## src/rtl/stump_control_ws.sv

```systemverilog
// Stump control unit with memory wait states, bus timeout error and a retired-instruction counter.
// Decode outputs are combinational from state, ir, cc and mem_ready. State and counters update on posedge clk.
module stump_control_ws #(
  parameter int         WAIT_MAX = 15,
  parameter int         CNT_W    = 16,
  parameter logic [2:0] PC_REG   = 3'd7
) (
  input  logic             clk,
  input  logic             rst,
  input  logic [3:0]       cc,
  input  logic [15:0]      ir,
  input  logic             mem_ready,
  output logic             fetch,
  output logic             execute,
  output logic             memory,
  output logic             bus_error,
  output logic             ext_op,
  output logic             reg_write,
  output logic [2:0]       dest,
  output logic [2:0]       srcA,
  output logic [2:0]       srcB,
  output logic [1:0]       shift_op,
  output logic             opB_mux_sel,
  output logic [2:0]       alu_func,
  output logic             cc_en,
  output logic             mem_ren,
  output logic             mem_wen,
  output logic [CNT_W-1:0] retired
);

  typedef enum logic [1:0] {
    S_FETCH,
    S_EXECUTE,
    S_MEMORY,
    S_ERROR
  } state_t;

  localparam logic [7:0] WAIT_LIM = 8'(WAIT_MAX);

  state_t     state, state_nxt;
  logic [7:0] wait_cnt;
  logic       waiting;
  logic       taken;

  logic [2:0] op;
  logic       ir_type;
  logic       ir_s;
  logic [2:0] fd, fa, fb;
  logic [1:0] fsh;
  logic [3:0] cond;

  assign op      = ir[15:13];
  assign ir_type = ir[12];
  assign ir_s    = ir[11];
  assign fd      = ir[10:8];
  assign fa      = ir[7:5];
  assign fb      = ir[4:2];
  assign fsh     = ir[1:0];
  assign cond    = ir[11:8];

  // cc = {N,Z,V,C}
  always_comb begin
    taken = 1'b0;
    case (cond)
      4'h0: taken = 1'b1;
      4'h1: taken = 1'b0;
      4'h2: taken = !cc[0] && !cc[2];
      4'h3: taken = cc[0] || cc[2];
      4'h4: taken = !cc[0];
      4'h5: taken = cc[0];
      4'h6: taken = !cc[2];
      4'h7: taken = cc[2];
      4'h8: taken = !cc[1];
      4'h9: taken = cc[1];
      4'hA: taken = !cc[3];
      4'hB: taken = cc[3];
      4'hC: taken = (cc[3] == cc[1]);
      4'hD: taken = (cc[3] != cc[1]);
      4'hE: taken = !cc[2] && (cc[3] == cc[1]);
      4'hF: taken = cc[2] || (cc[3] != cc[1]);
      default: taken = 1'b0;
    endcase
  end

  assign waiting = ((state == S_FETCH) || (state == S_MEMORY)) && !mem_ready;

  // A ready on the final allowed wait cycle still completes the access.
  always_comb begin
    state_nxt = state;
    case (state)
      S_FETCH: begin
        if (mem_ready)                state_nxt = S_EXECUTE;
        else if (wait_cnt == WAIT_LIM) state_nxt = S_ERROR;
      end
      S_EXECUTE: state_nxt = (op == 3'b110) ? S_MEMORY : S_FETCH;
      S_MEMORY: begin
        if (mem_ready)                state_nxt = S_FETCH;
        else if (wait_cnt == WAIT_LIM) state_nxt = S_ERROR;
      end
      S_ERROR:   state_nxt = S_ERROR;
      default:   state_nxt = S_ERROR;
    endcase
  end

  always_ff @(posedge clk or posedge rst) begin
    if (rst) begin
      state    <= S_FETCH;
      wait_cnt <= 8'd0;
      retired  <= '0;
    end else begin
      state <= state_nxt;
      if (state_nxt != state) wait_cnt <= 8'd0;
      else if (waiting)       wait_cnt <= wait_cnt + 8'd1;
      if (((state == S_EXECUTE) || (state == S_MEMORY)) && (state_nxt == S_FETCH))
        retired <= retired + 1'b1;
    end
  end

  always_comb begin
    fetch       = 1'b0;
    execute     = 1'b0;
    memory      = 1'b0;
    bus_error   = 1'b0;
    ext_op      = 1'b0;
    reg_write   = 1'b0;
    dest        = 3'd0;
    srcA        = 3'd0;
    srcB        = 3'd0;
    shift_op    = 2'b00;
    opB_mux_sel = 1'b0;
    alu_func    = 3'd0;
    cc_en       = 1'b0;
    mem_ren     = 1'b0;
    mem_wen     = 1'b0;
    case (state)
      S_FETCH: begin
        fetch   = 1'b1;
        mem_ren = 1'b1;
      end
      S_EXECUTE: begin
        execute = 1'b1;
        if (op == 3'b111) begin
          srcA        = PC_REG;
          dest        = PC_REG;
          opB_mux_sel = 1'b1;
          ext_op      = 1'b1;
          reg_write   = taken;
        end else begin
          srcA        = fa;
          srcB        = fb;
          opB_mux_sel = ir_type;
          shift_op    = ir_type ? 2'b00 : fsh;
          if (op != 3'b110) begin
            alu_func  = op;
            dest      = fd;
            cc_en     = ir_s;
            reg_write = 1'b1;
          end
        end
      end
      S_MEMORY: begin
        memory = 1'b1;
        dest   = fd;
        srcB   = fb;
        if (ir_s) begin
          mem_wen = 1'b1;
          srcA    = fd;
        end else begin
          mem_ren   = 1'b1;
          srcA      = fa;
          reg_write = mem_ready;
        end
      end
      S_ERROR:  bus_error = 1'b1;
      default:  bus_error = 1'b1;
    endcase
  end

endmodule

```

## config.mk

```make
export PLATFORM = sky130hd
export DESIGN_NAME = stump_control_ws
export DESIGN_NICKNAME = d
export VERILOG_FILES = /design/src/rtl/stump_control_ws.sv
export SDC_FILE = /design/constraint.sdc
export NUM_CORES = 1
export LEC_CHECK = 0
export BUFFER_PORTS_ARGS = -buffer_cell sky130_fd_sc_hd__buf_4
export CAP_MARGIN = 20
export CORE_MARGIN = 3
export CORE_UTILIZATION = 44
export DETAILED_ROUTE_END_ITERATION = 16
export PLACE_DENSITY = 0.72
export RECOVER_POWER = 100
export SYNTH_ARGS = -nofsm -noshare
export SYNTH_HDL_FRONTEND = slang
export SYNTH_SLANG_ARGS = --single-unit
```

## constraint.sdc

```tcl
create_clock -name clk -period 7.7 [get_ports clk]
set_input_delay 2.31 -clock clk [delete_from_list [all_inputs] [get_ports clk]]
set_output_delay 2.31 -clock clk [all_outputs]
set_load 0.005 [all_outputs]
```

=== After elaboration in Yosys (flattened, before gate mapping) ===
Cells that the tools add are included.

* $add $sub $neg: 2
* Equal/unequal tests: 25
* Mux-type cells: 41
* Reductions and logical operators: 17

{| class="wikitable"
|+ Operators by type and width
! cell !! number
|-
| 4-bit equality test (second input constant) || 8
|-
| 3-bit 2-to-1 mux || 8
|-
| 3-bit one-hot mux with 2 select lines || 3
|-
| 1-bit 2-to-1 mux || 17
|-
| 16-bit by 1-bit adder with 16-bit output (second input constant) || 1
|-
| 4-bit by 3-bit equality test with 1-bit output (second input constant) || 4
|-
| 8-bit 2-to-1 mux || 2
|-
| 1-bit one-hot mux with 16 select lines || 1
|-
| 2-bit 2-to-1 mux || 7
|-
| 8-bit by 1-bit adder with 8-bit output (second input constant) || 1
|-
| 4-bit by 2-bit equality test with 1-bit output (second input constant) || 2
|-
| 8-bit by 4-bit equality test with 1-bit output (second input constant) || 1
|-
| 2-bit one-hot mux with 4 select lines || 1
|-
| 3-bit equality test (second input constant) || 2
|-
| 1-bit zero test || 5
|-
| 2-bit equality test (second input constant) || 2
|-
| 4-bit by 1-bit equality test with 1-bit output (second input constant) || 1
|-
| 1-bit logical AND || 4
|-
| 2-bit zero test || 2
|-
| 4-bit zero test || 1
|-
| 1-bit logical OR || 4
|-
| 1-bit one-hot mux with 2 select lines || 2
|-
| 3-bit != test (second input constant) || 1
|-
| 2-bit by 1-bit equality test with 1-bit output (second input constant) || 1
|-
| other kinds (4) || 4
|}

* Register bits: 26
* Input bits: 23
* Output and inout bits: 40
* Word-level logic and storage cells: 88

=== Longest topological paths before layout ===
Gate-level depths: netlist of the first run.

* Depth after elaboration: 6
* Depth in mapped cells: 8
* Gate-level depth less buffers: 7

=== Least setup slack after synthesis of the first run ===
Ideal clock, no wire load.

* Path kind: input to output
* From: input ir[10]
* To: output reg_write
* Arrival: 3.587 ns
* Required time: 5.390 ns
* Slack: 1.803 ns
* Stages: 6
* Buffers on the path: 1
* Path through: clkbuf_1 > mux2_2 > a221oi_1 > xor2_1 > o31ai_1 > a31oi_1

* Cells in the longest elaborated chain, start to end: 4
* Elaborated cells on any way between the ends: 19
* Classes of those cells: eq/ne: 15; mux: 3; reduce/logical: 1

{| class="wikitable"
|+ RTL lines
! item !! line !! text
|-
| from (decl) || 11 || <nowiki>input logic [15:0] ir,</nowiki>
|-
| 4-bit equality test (tied with other cells) || 64 || <nowiki>case (cond)</nowiki>
|-
| 1-bit one-hot mux with 16 select lines * || 64 ||
|-
| 1-bit 2-to-1 mux * || 142 || <nowiki>if (op == 3'b111) begin</nowiki>
|-
| 1-bit one-hot mux with 2 select lines * || 135 || <nowiki>case (state)</nowiki>
|-
| to (decl) || 18 || <nowiki>output logic reg_write,</nowiki>
|}

Every way passes the cells marked *; elsewhere a longest branch is shown, timed or not.

=== Worst setup path in the final report of the first run ===
Same ends and word-level chain as after synthesis.

==> results of run 1 <==
-- stage by stage --
stage	setup WS, ns	cell area (um2)	utilization [%]
final	1.71	2380	57.9
after global routing	1.55	2380	57.9
after CTS	1.70	2440	59.4
after detailed placement	1.71	2400	58.4
after global placement	1.72	2400	58.4
after floorplan	1.80	1930	-
-- routing by layer --
layer	GRT usage [%]	routed length (um)	vias up
met5	0	0	-
met4	2.92	19	0
met3	3.60	187	2
met2	31.2	2310	32
met1	25.6	2050	844
li1	-	-	889
-- power by group through the flow --
stage	combinational (mW)	sequential [mW]	clock (mW)
6_report	0.376	0.209	0.0732
3_3_place_gp	0.408	0.211	0
2_1_floorplan	0.281	0.202	0
4_1_cts	0.414	0.208	0.0781
3_5_place_dp	0.412	0.211	0
5_1_grt	0.419	0.216	0.0818
-- cell families after synthesis --
logic type / share of synthesized area, %
buffers and inverters: 5.18
AO/OA/AOI/OAI: 14.6
XOR/XNOR: 9.53
adder cells (fa/ha/maj): 4.54
AND/OR/NAND/NOR: 29.0
flip-flops: 33.7
multiplexers: 3.43
-- layout by cell type, fill, tap and decap left out, types with 5 or more instances in the layout --
master    instances
nor3_1            5
ha_1              7
xor2_1           20
nor4_1            7
clkbuf_4         32
nand2_1          22
nand3_1          13
nand4_1           6
buf_4            23
inv_1            12
dfrtp_1          26
a21oi_1           8
nor2_1           11
clkbuf_1          8
o21ai_0           8
-- critical path: stages --
cell,delay [ns]
buf_4,0.12
mux2_2,0.33
a221oi_1,0.35
xor2_1,0.18
o31ai_1,0.08
a31oi_1,0.15
clkbuf_4,0.15
-- registers in the layout (all words and copies together) (netlist names) --
name and cells:
retired 16, wait_cnt 8, state 2
-- Yosys cell counts (2+ instances only) --
library cell and instances:
nor3_1 5, and4b_1 2, nand4_1 6, dfrtp_1 26, a21oi_1 8, nor2b_1 2, nand3_1 13, inv_1 12
buf_6 2, or3_1 3, clkbuf_1 5, and2_1 4, nand2_1 22, and3_1 4, a21o_1 2, nor2_1 11
nor4_2 5, nor3b_1 2, xor2_1 20, nor4_1 5, and3b_1 2, a41oi_1 3, o21ai_0 7, a22oi_1 4
ha_1 7, mux2_2 4, o22ai_1 3, a31oi_1 3
-- layout make-up --
cell class	instances	area share, %
inverters	12	1.89
clock buffers	3	1.73
repair buffers	63	18.6
well taps	50	2.63
flip-flops and latches	26	27.3
multi-input cells	166	47.8
-- path summary, 6_finish.rpt --
check | startpoint | to | depth (start not counted)
worst max-delay path | ir[10] | reg_write | 7
worst min-delay path | retired[15]$_DFFE_PP0P_ | retired[15]$_DFFE_PP0P_ | 1
worst max register to register | state[0]$_DFF_PP0_ | retired[1]$_DFFE_PP0P_ | 6
worst min register to register | retired[15]$_DFFE_PP0P_ | retired[15]$_DFFE_PP0P_ | 1
max in group asynchronous | rst | retired[1]$_DFFE_PP0P_ | 3
min in group asynchronous | rst | wait_cnt[7]$_DFFE_PP0P_ | 2
==> out/metrics.yaml, run 1 <==
status: "finished, violations left"
violations: "capacitance limit, slew limit"
syn_inst: 212
power_mw: 0.658
dp.cells: 316
n_antenna_cell: 0
synth-edff-count: 0
synth_top_area_share_pct: 33.7
io_pins: 63
clock-sinks: 26
comb_power_share_pct: 57.1
setup_viol: 0
p_leak_nw: 1.13
fin_hold_ws_ns: 0.467
drc_errors: 0
first_global_vias: 1644
syn_area_per_cell_um2: 9.11
dp_hpwl_mm: 3.48
grt_overflow_total: 0
hold_class: "reg -> reg"
grt_max_degree: 27
drtAntennaViolNets: 0
synth_ff_type: "dfrtp_1"
post-route-period-util_pct: 77.8
p_clk_share_pct: 11.1
yosysSeqAreaShare_pct: 33.7
hold_viol: 0
die_y_um: 72.2
slew_violations: 17
switchingPower_mw: 0.301
gp_congestion: 0.788
cap_violations: 2
cts_root_buf: "clkbuf_8"
ir_drop_mv: 0.164
synthDistinctLibCells: 48
arrival_ns: 3.68
dieArea_um2: 5220
core_area_um2: 4120
syn_area_um2: 1930
ys_top_cells_by_area: "dfrtp_1, xor2_1, ha_1"
first_iter_violations: 110
clockBufferDepth: 2
drive_above_1_share_pct: 26.7
firstDrtPassIters: 4
grt_use_total_pct: 18.7
fillerInstances: 389
syn_to_final_growth_pct: 23.3
regArea_um2: 651
rsz0062_at_grt: "false"
vias: 1767
drt_wl_total_mm: 4.57
max_slew_margin_pct: -39.7
swShare_pct: 45.7
vias_per_cell: 5.52
grt_pass1_wl_mm: 7.86
fmax_mhz: 167
tightest_slew_ns: 2.07
start_util_pct: 46.9
synthArstFlopShare_pct: 100
nNetsFinal: 302
crit_fanout: 7
clock_skew_ns: 0.00579
rows: 23
synthesis.nets: 242
cts_resized: 0
post_cts_buffers: 0
critPathKind: "in -> out"
post-route-min-period_ns: 5.99
seq_power_share_pct: 31.8
antenna_found_initial: 0
die_width_um: 72.2
final_cells: 320
yosysTopAreaCell: "dfrtp_1"
worstSetupEndpointType: "primary output"
cp-start-kind: "input pin"
synth-seq-cells: 26
insertion_delay_ns: 0.27
path_clk_slew_ns: 0.08
worstPathRequired_ns: 5.39
port_buffers: 62
power.density_nw_per_um2: 276
yosys_warnings: 0
cts_tree: "built"
routedWlPerCell_um: 14.3
reg2reg_slack_ns: 4.01
multiInputGateArea_um2: 1140
cts_hold_buf: 0
cts_max_level: 1
cts_buffers: 3
intPower_mw: 0.357
final.setup.tns_ns: 0
Power figures use the tool's default switching activity.
==> run 2: changes to the inputs <==
--- a/config.mk
+++ b/config.mk
@@ -10,7 +10,7 @@
 export CORE_MARGIN = 3
 export CORE_UTILIZATION = 44
 export DETAILED_ROUTE_END_ITERATION = 16
-export PLACE_DENSITY = 0.72
+export PLACE_DENSITY = 0.75
 export RECOVER_POWER = 100
 export SYNTH_ARGS = -nofsm -noshare
 export SYNTH_HDL_FRONTEND = slang
==> constraint.sdc (replaced) <==
create_clock -name clk -period 5.09 [get_ports clk]
set_input_delay 1.527 -clock clk [delete_from_list [all_inputs] [get_ports clk]]
set_output_delay 1.527 -clock clk [all_outputs]
set_load 0.005 [all_outputs]
==> run 2 against run 1 <==
Against the previous run: the run still ends with capacitance limit, slew limit left; flip-flop and latch count did not move; utilization is 0.52 points higher; clock skew about the same; routed wire length is 0.39% higher.
==> out/metrics.yaml, run 2 (synthesized netlist as in run 1, its figures left out) <==
slew_violations: 34
setup_viol: 0
max_slew_margin_pct: -47.0
cts_tree: "built"
hold_viol: 0
cts_max_level: 1
regToRegStartpoint: "state[0]$_DFF_PP0_"
p_leak_nw: 1.14
clock-sinks: 26
power.density_nw_per_um2: 422
final_cell_mix: "clkbuf_4, dfrtp_1, nand2_1, buf_4, xor2_1"
crit_fanout: 7
worstSetupEndpointType: "primary output"
cp-start-kind: "input pin"
routedWlPerCell_um: 14.3
dieArea_um2: 5220
cts_buffers: 3
io_pins: 63
n_antenna_cell: 0
drtAntennaViolNets: 0
cts_root_buf: "clkbuf_8"
cap_violations: 2
reg2reg_to: "retired[1]$_DFFE_PP0P_"
cts_hold_buf: 0
drt_wl_total_mm: 4.59
crit_chain: "buf_4 -> mux2_2 -> a221oi_1 -> xor2_1 -> o31ai_1 -> a31oi_1 -> clkbuf_4"
final.setup.tns_ns: 0
reg2reg_slack_ns: 1.32
cp_slowest_cell: "a221oi_1"
slowest_delay_ns: 0.35
place_area_um2: 2400
violations: "capacitance limit, slew limit"
layout_commonest_cell: "clkbuf_4"
grt_pass1_wl_mm: 7.78
crit_path_start: "ir[10]"
core_area_um2: 4120
tightest_slew_ns: 2.18
antenna_found_initial: 0
die_y_um: 72.2
dp.cells: 316
die_width_um: 72.2
drc_errors: 0
syn_to_final_growth_pct: 24.4
hold_class: "reg -> reg"
insertion_delay_ns: 0.27
ir_drop_mv: 0.267
critPathKind: "in -> out"
firstDrtPassIters: 4
dp_hpwl_mm: 3.45
cts_resized: 0
port_buffers: 62
post-route-period-util_pct: 87.2
grt_use_total_pct: 18.4
first_global_vias: 1662
clock_skew_ns: 0.00587
start_util_pct: 46.9
grt_max_degree: 27
arrival_ns: 2.91
vias: 1780
path_clk_slew_ns: 0.09
nNetsFinal: 302
reg_top3: "retired (16), wait_cnt (8), state (2)"
worstPathRequired_ns: 3.56
gp_congestion: 0.843
rsz0062_at_grt: "false"
vias_per_cell: 5.56
status: "finished, violations left"
largest_reg_flops: 16
grt_overflow_total: 0
ff2ff_path_depth: 6
largest_register: "retired"
first_iter_violations: 115
post-route-min-period_ns: 4.44
fmax_mhz: 225
drive_above_1_share_pct: 28.5
clockBufferDepth: 2
worstSetupEndpoint: "reg_write"
fin_area_um2: 2400
rows: 23
post_cts_buffers: 0
final_cells: 320
## run 2: through the flow
step | setup slack, ns | utilization [%] | total power [mW] | hold slack (ns)
finish | 0.653 | 58.4 | 1.01 | 0.472
global route | 0.545 | 58.4 | 1.10 | 0.512
CTS | 0.658 | 59.4 | 1.06 | 0.480
detailed placement | 0.667 | 58.4 | 0.945 | 0.464
global placement | 0.666 | 58.4 | 0.932 | 0.462
floorplan | 0.759 | - | 0.731 | 0.465
## run 2: worst max-delay path, delay by kind of cell
kind / cells / cell delay (ns)
muxes: 1 / 0.33
xor gates and xnor gates: 1 / 0.20
AOI/OAI and AO/OA: 3 / 0.57
buffers and inverters: 2 / 0.27
## run 2: layout make-up
cell class	count	area, um2
Sequential cell	26	651
Inverter	12	45.0
Clock buffer	3	41.3
Multi-Input combinational cell	166	1150
Tap cell	50	62.6
Fill cell	389	1710
Timing Repair Buffer	63	454
## run 2: worst min-delay path by stage
stage,start,endpoint,slack [ns],cells past startpoint
3_5_place_dp,retired[15]$_DFFE_PP0P_,retired[15]$_DFFE_PP0P_,0.46,1
6_report,retired[15]$_DFFE_PP0P_,retired[15]$_DFFE_PP0P_,0.47,1
3_3_place_gp,retired[15]$_DFFE_PP0P_,retired[15]$_DFFE_PP0P_,0.46,1
4_1_cts,retired[15]$_DFFE_PP0P_,retired[15]$_DFFE_PP0P_,0.48,1
5_1_grt,retired[15]$_DFFE_PP0P_,retired[15]$_DFFE_PP0P_,0.51,1
2_1_floorplan,retired[15]$_DFFE_PP0P_,retired[15]$_DFFE_PP0P_,0.46,1
## run 2: where the power goes
| part | internal [mW] | switching (mW) |
|---|---|---|
| Sequential | 0.248 | 0.0675 |
| Clock | 0.0530 | 0.0603 |
| Combinational | 0.250 | 0.335 |
## run 2: per-layer routing
metal	GRT usage [%]	wire [um]
met4	3.76	32
met2	32.0	2280
met5	0	0
met1	23.7	2020
met3	3.60	261
==> run 3: changes to the inputs <==
--- a/config.mk
+++ b/config.mk
@@ -5,12 +5,13 @@
 export SDC_FILE = /design/constraint.sdc
 export NUM_CORES = 1
 export LEC_CHECK = 0
+export ABC_AREA = 1
 export BUFFER_PORTS_ARGS = -buffer_cell sky130_fd_sc_hd__buf_4
 export CAP_MARGIN = 20
 export CORE_MARGIN = 3
 export CORE_UTILIZATION = 44
 export DETAILED_ROUTE_END_ITERATION = 16
-export PLACE_DENSITY = 0.75
+export PLACE_DENSITY = 0.74
 export RECOVER_POWER = 100
 export SYNTH_ARGS = -nofsm -noshare
 export SYNTH_HDL_FRONTEND = slang
==> run 3 against run 2 <==
Against the previous run: the run still ends with capacitance limit, slew limit left; highest routed layer unchanged; global-route usage decreased by 0.81 points; clock skew decreased by 0.0021 ns; via count increased by 16%; non-clock buffer count unchanged; flip-flop and latch count unchanged; sequential share of layout area decreased by 1.7 points; power increased by 3.7%.
==> out/metrics.yaml, run 3 <==
path_clk_slew_ns: 0.09
vias_per_cell: 4.99
setup_viol: 0
drt_wl_total_mm: 4.78
antenna_found_initial: 0
clock-sinks: 26
critPathBufInv: 4
cap_violations: 1
cp_slowest_cell: "nor2_1"
synth_ff_type: "dfrtp_1"
synth-edff-count: 0
cp-start-kind: "input pin"
yosysTopAreaCell: "dfrtp_1"
yosysSeqAreaShare_pct: 31.6
final.setup.tns_ns: 0
clock_skew_ns: 0.00373
ff2ff_path_depth: 8
reg2reg_to: "retired[10]$_DFFE_PP0P_"
ir_drop_mv: 0.243
grt_pass1_wl_mm: 7.84
max_slew_margin_pct: -4.64
syn_area_per_cell_um2: 6.93
post_cts_buffers: 0
crit_fanout: 4
drive_above_1_share_pct: 22.4
violations: "capacitance limit, slew limit"
cts_resized: 0
n_antenna_cell: 0
core_area_um2: 4440
drtAntennaViolNets: 0
final_cell_mix: "nand2_1, inv_1, clkbuf_4"
crit_chain: "clkbuf_1 -> nand2_1 -> nor2_1 -> inv_1 -> nor2_1 -> inv_1 -> a31oi_1 -> clkbuf_4"
clockBufferDepth: 2
power.density_nw_per_um2: 411
crit_path_start: "ir[14]"
reg_top3: "retired (16), wait_cnt (8), state (2)"
layout_commonest_cell: "nand2_1"
fin_util_pct: 57.6
cts_buffers: 3
die_y_um: 74.4
cts_max_level: 1
die_width_um: 74.4
rows: 24
fmax_mhz: 236
crit_family: "buffers and inverters"
firstDrtPassIters: 4
synth-seq-cells: 26
worstSetupEndpoint: "srcA[0]"
cp_num_cells: 8
io_pins: 63
start_util_pct: 46.3
synthDistinctLibCells: 30
grt_use_total_pct: 17.6
vias: 2061
rsz0062_at_grt: "false"
synthesis.nets: 327
yosys-top-cells-count: "nand2_1, inv_1, nor2_1, dfrtp_1, nand3_1"
routedWlPerCell_um: 11.6
largest_reg_flops: 16
arrival_ns: 2.71
cts_root_buf: "clkbuf_8"
syn_area_um2: 2060
status: "finished, violations left"
insertion_delay_ns: 0.27
ys_top_cells_by_area: "dfrtp_1, nand2_1, inv_1"
grt_overflow_total: 0
yosys_warnings: 0
dieArea_um2: 5530
fillerInstances: 441
syn_to_final_growth_pct: 24.4
largest_register: "retired"
cts_tree: "built"
drc_errors: 0
grt_max_degree: 31
worstPathRequired_ns: 3.56
critPathKind: "in -> out"
first_iter_violations: 91
post-route-period-util_pct: 83.2
reg2reg_slack_ns: 2.23
worstSetupEndpointType: "primary output"
synth_top_area_share_pct: 31.6
slew_violations: 31
nNetsFinal: 392
port_buffers: 62
place_ws_ns: 1.00
dp_hpwl_mm: 3.83
regToRegStartpoint: "state[0]$_DFF_PP0_"
syn_inst: 297
first_global_vias: 1813
gp_congestion: 0.883
hold_class: "reg -> reg"
slowest_delay_ns: 0.20
fin_hold_ws_ns: 0.526
hold_viol: 0
cts_hold_buf: 0
worst_slack_ns: 0.856
tightest_slew_ns: 1.56
yosysMostFrequentCell: "nand2_1"
post-route-min-period_ns: 4.23
synthArstFlopShare_pct: 100
p_leak_nw: 1.30
## run 3: cell count changes in the layout (fill, tap and decap cells not counted), moves of 5 or more
cell | previous run | this run
nand2_2 | 0 | 5
inv_1 | 12 | 41
nor2_1 | 11 | 33
xor2_1 | 20 | 12
o21ai_0 | 8 | 19
nand3_1 | 13 | 20
nand2_1 | 22 | 90
## run 3: routing by layer
| metal | track usage, % | vias up | share of wire, % | wire, um |
|---|---|---|---|---|
| met4 | 4.74 | 0 | 1.4 | 68 |
| li1 | - | 1072 | - | - |
| met3 | 2.84 | 8 | 4.0 | 193 |
| met1 | 23.1 | 941 | 46 | 2220 |
| met5 | 0 | - | 0 | 0 |
| met2 | 30.0 | 40 | 48 | 2300 |
## run 3: worst min-delay path by stage
stage               slack, ns  cells after the start                     from                      end
floorplan                0.48                      2  wait_cnt[1]$_DFFE_PP0P_  wait_cnt[1]$_DFFE_PP0P_
global placement         0.50                      2  wait_cnt[1]$_DFFE_PP0P_  wait_cnt[1]$_DFFE_PP0P_
detailed placement       0.51                      2  wait_cnt[1]$_DFFE_PP0P_  wait_cnt[1]$_DFFE_PP0P_
CTS                      0.53                      2  wait_cnt[1]$_DFFE_PP0P_  wait_cnt[1]$_DFFE_PP0P_
global route             0.59                      2  retired[11]$_DFFE_PP0P_  retired[11]$_DFFE_PP0P_
finish                   0.53                      2  wait_cnt[1]$_DFFE_PP0P_  wait_cnt[1]$_DFFE_PP0P_
## run 3: worst min-delay path, cell delays in order (launching register included)
cell	delay, ns
dfrtp_1	0.38
nand2_1	0.06
o21ai_0	0.06
## run 3: kinds of logic after synthesis
kind of cell / count (synthesis) / synth area share (%)
xor+xnor: 13 / 5.53
buf+inv: 46 / 9.48
fa+ha+maj: 7 / 4.26
simple gates: 165 / 37.2
flops: 26 / 31.6
compound gates: 40 / 11.9
## run 3: per-stage QoR
step                      cell area (um2)  std cells  power, mW
after floorplan                      2060        297      0.748
after global placement               2550        408      0.941
after detailed placement             2550        408      0.956
after CTS                            2630        412       1.13
after global routing                 2560        413       1.15
final                                2560        413       1.05
## run 3: where the power goes
group	internal, mW	leakage [nW]	switching, mW
clock network	0.105	0.0357	0.0659
registers	0.251	0.349	0.0514
logic	0.236	0.919	0.341
## run 3: cell type report
type | count | area (um2) | share of cell area, %
repair buffers | 63 | 458 | 17.9
well taps | 52 | 65.1 | 2.54
inverters | 43 | 161 | 6.30
flip-flops and latches | 26 | 651 | 25.4
clock buffers | 3 | 41.3 | 1.61
multi-input cells | 225 | 1150 | 45.1
clock inverters | 1 | 30.0 | 1.17
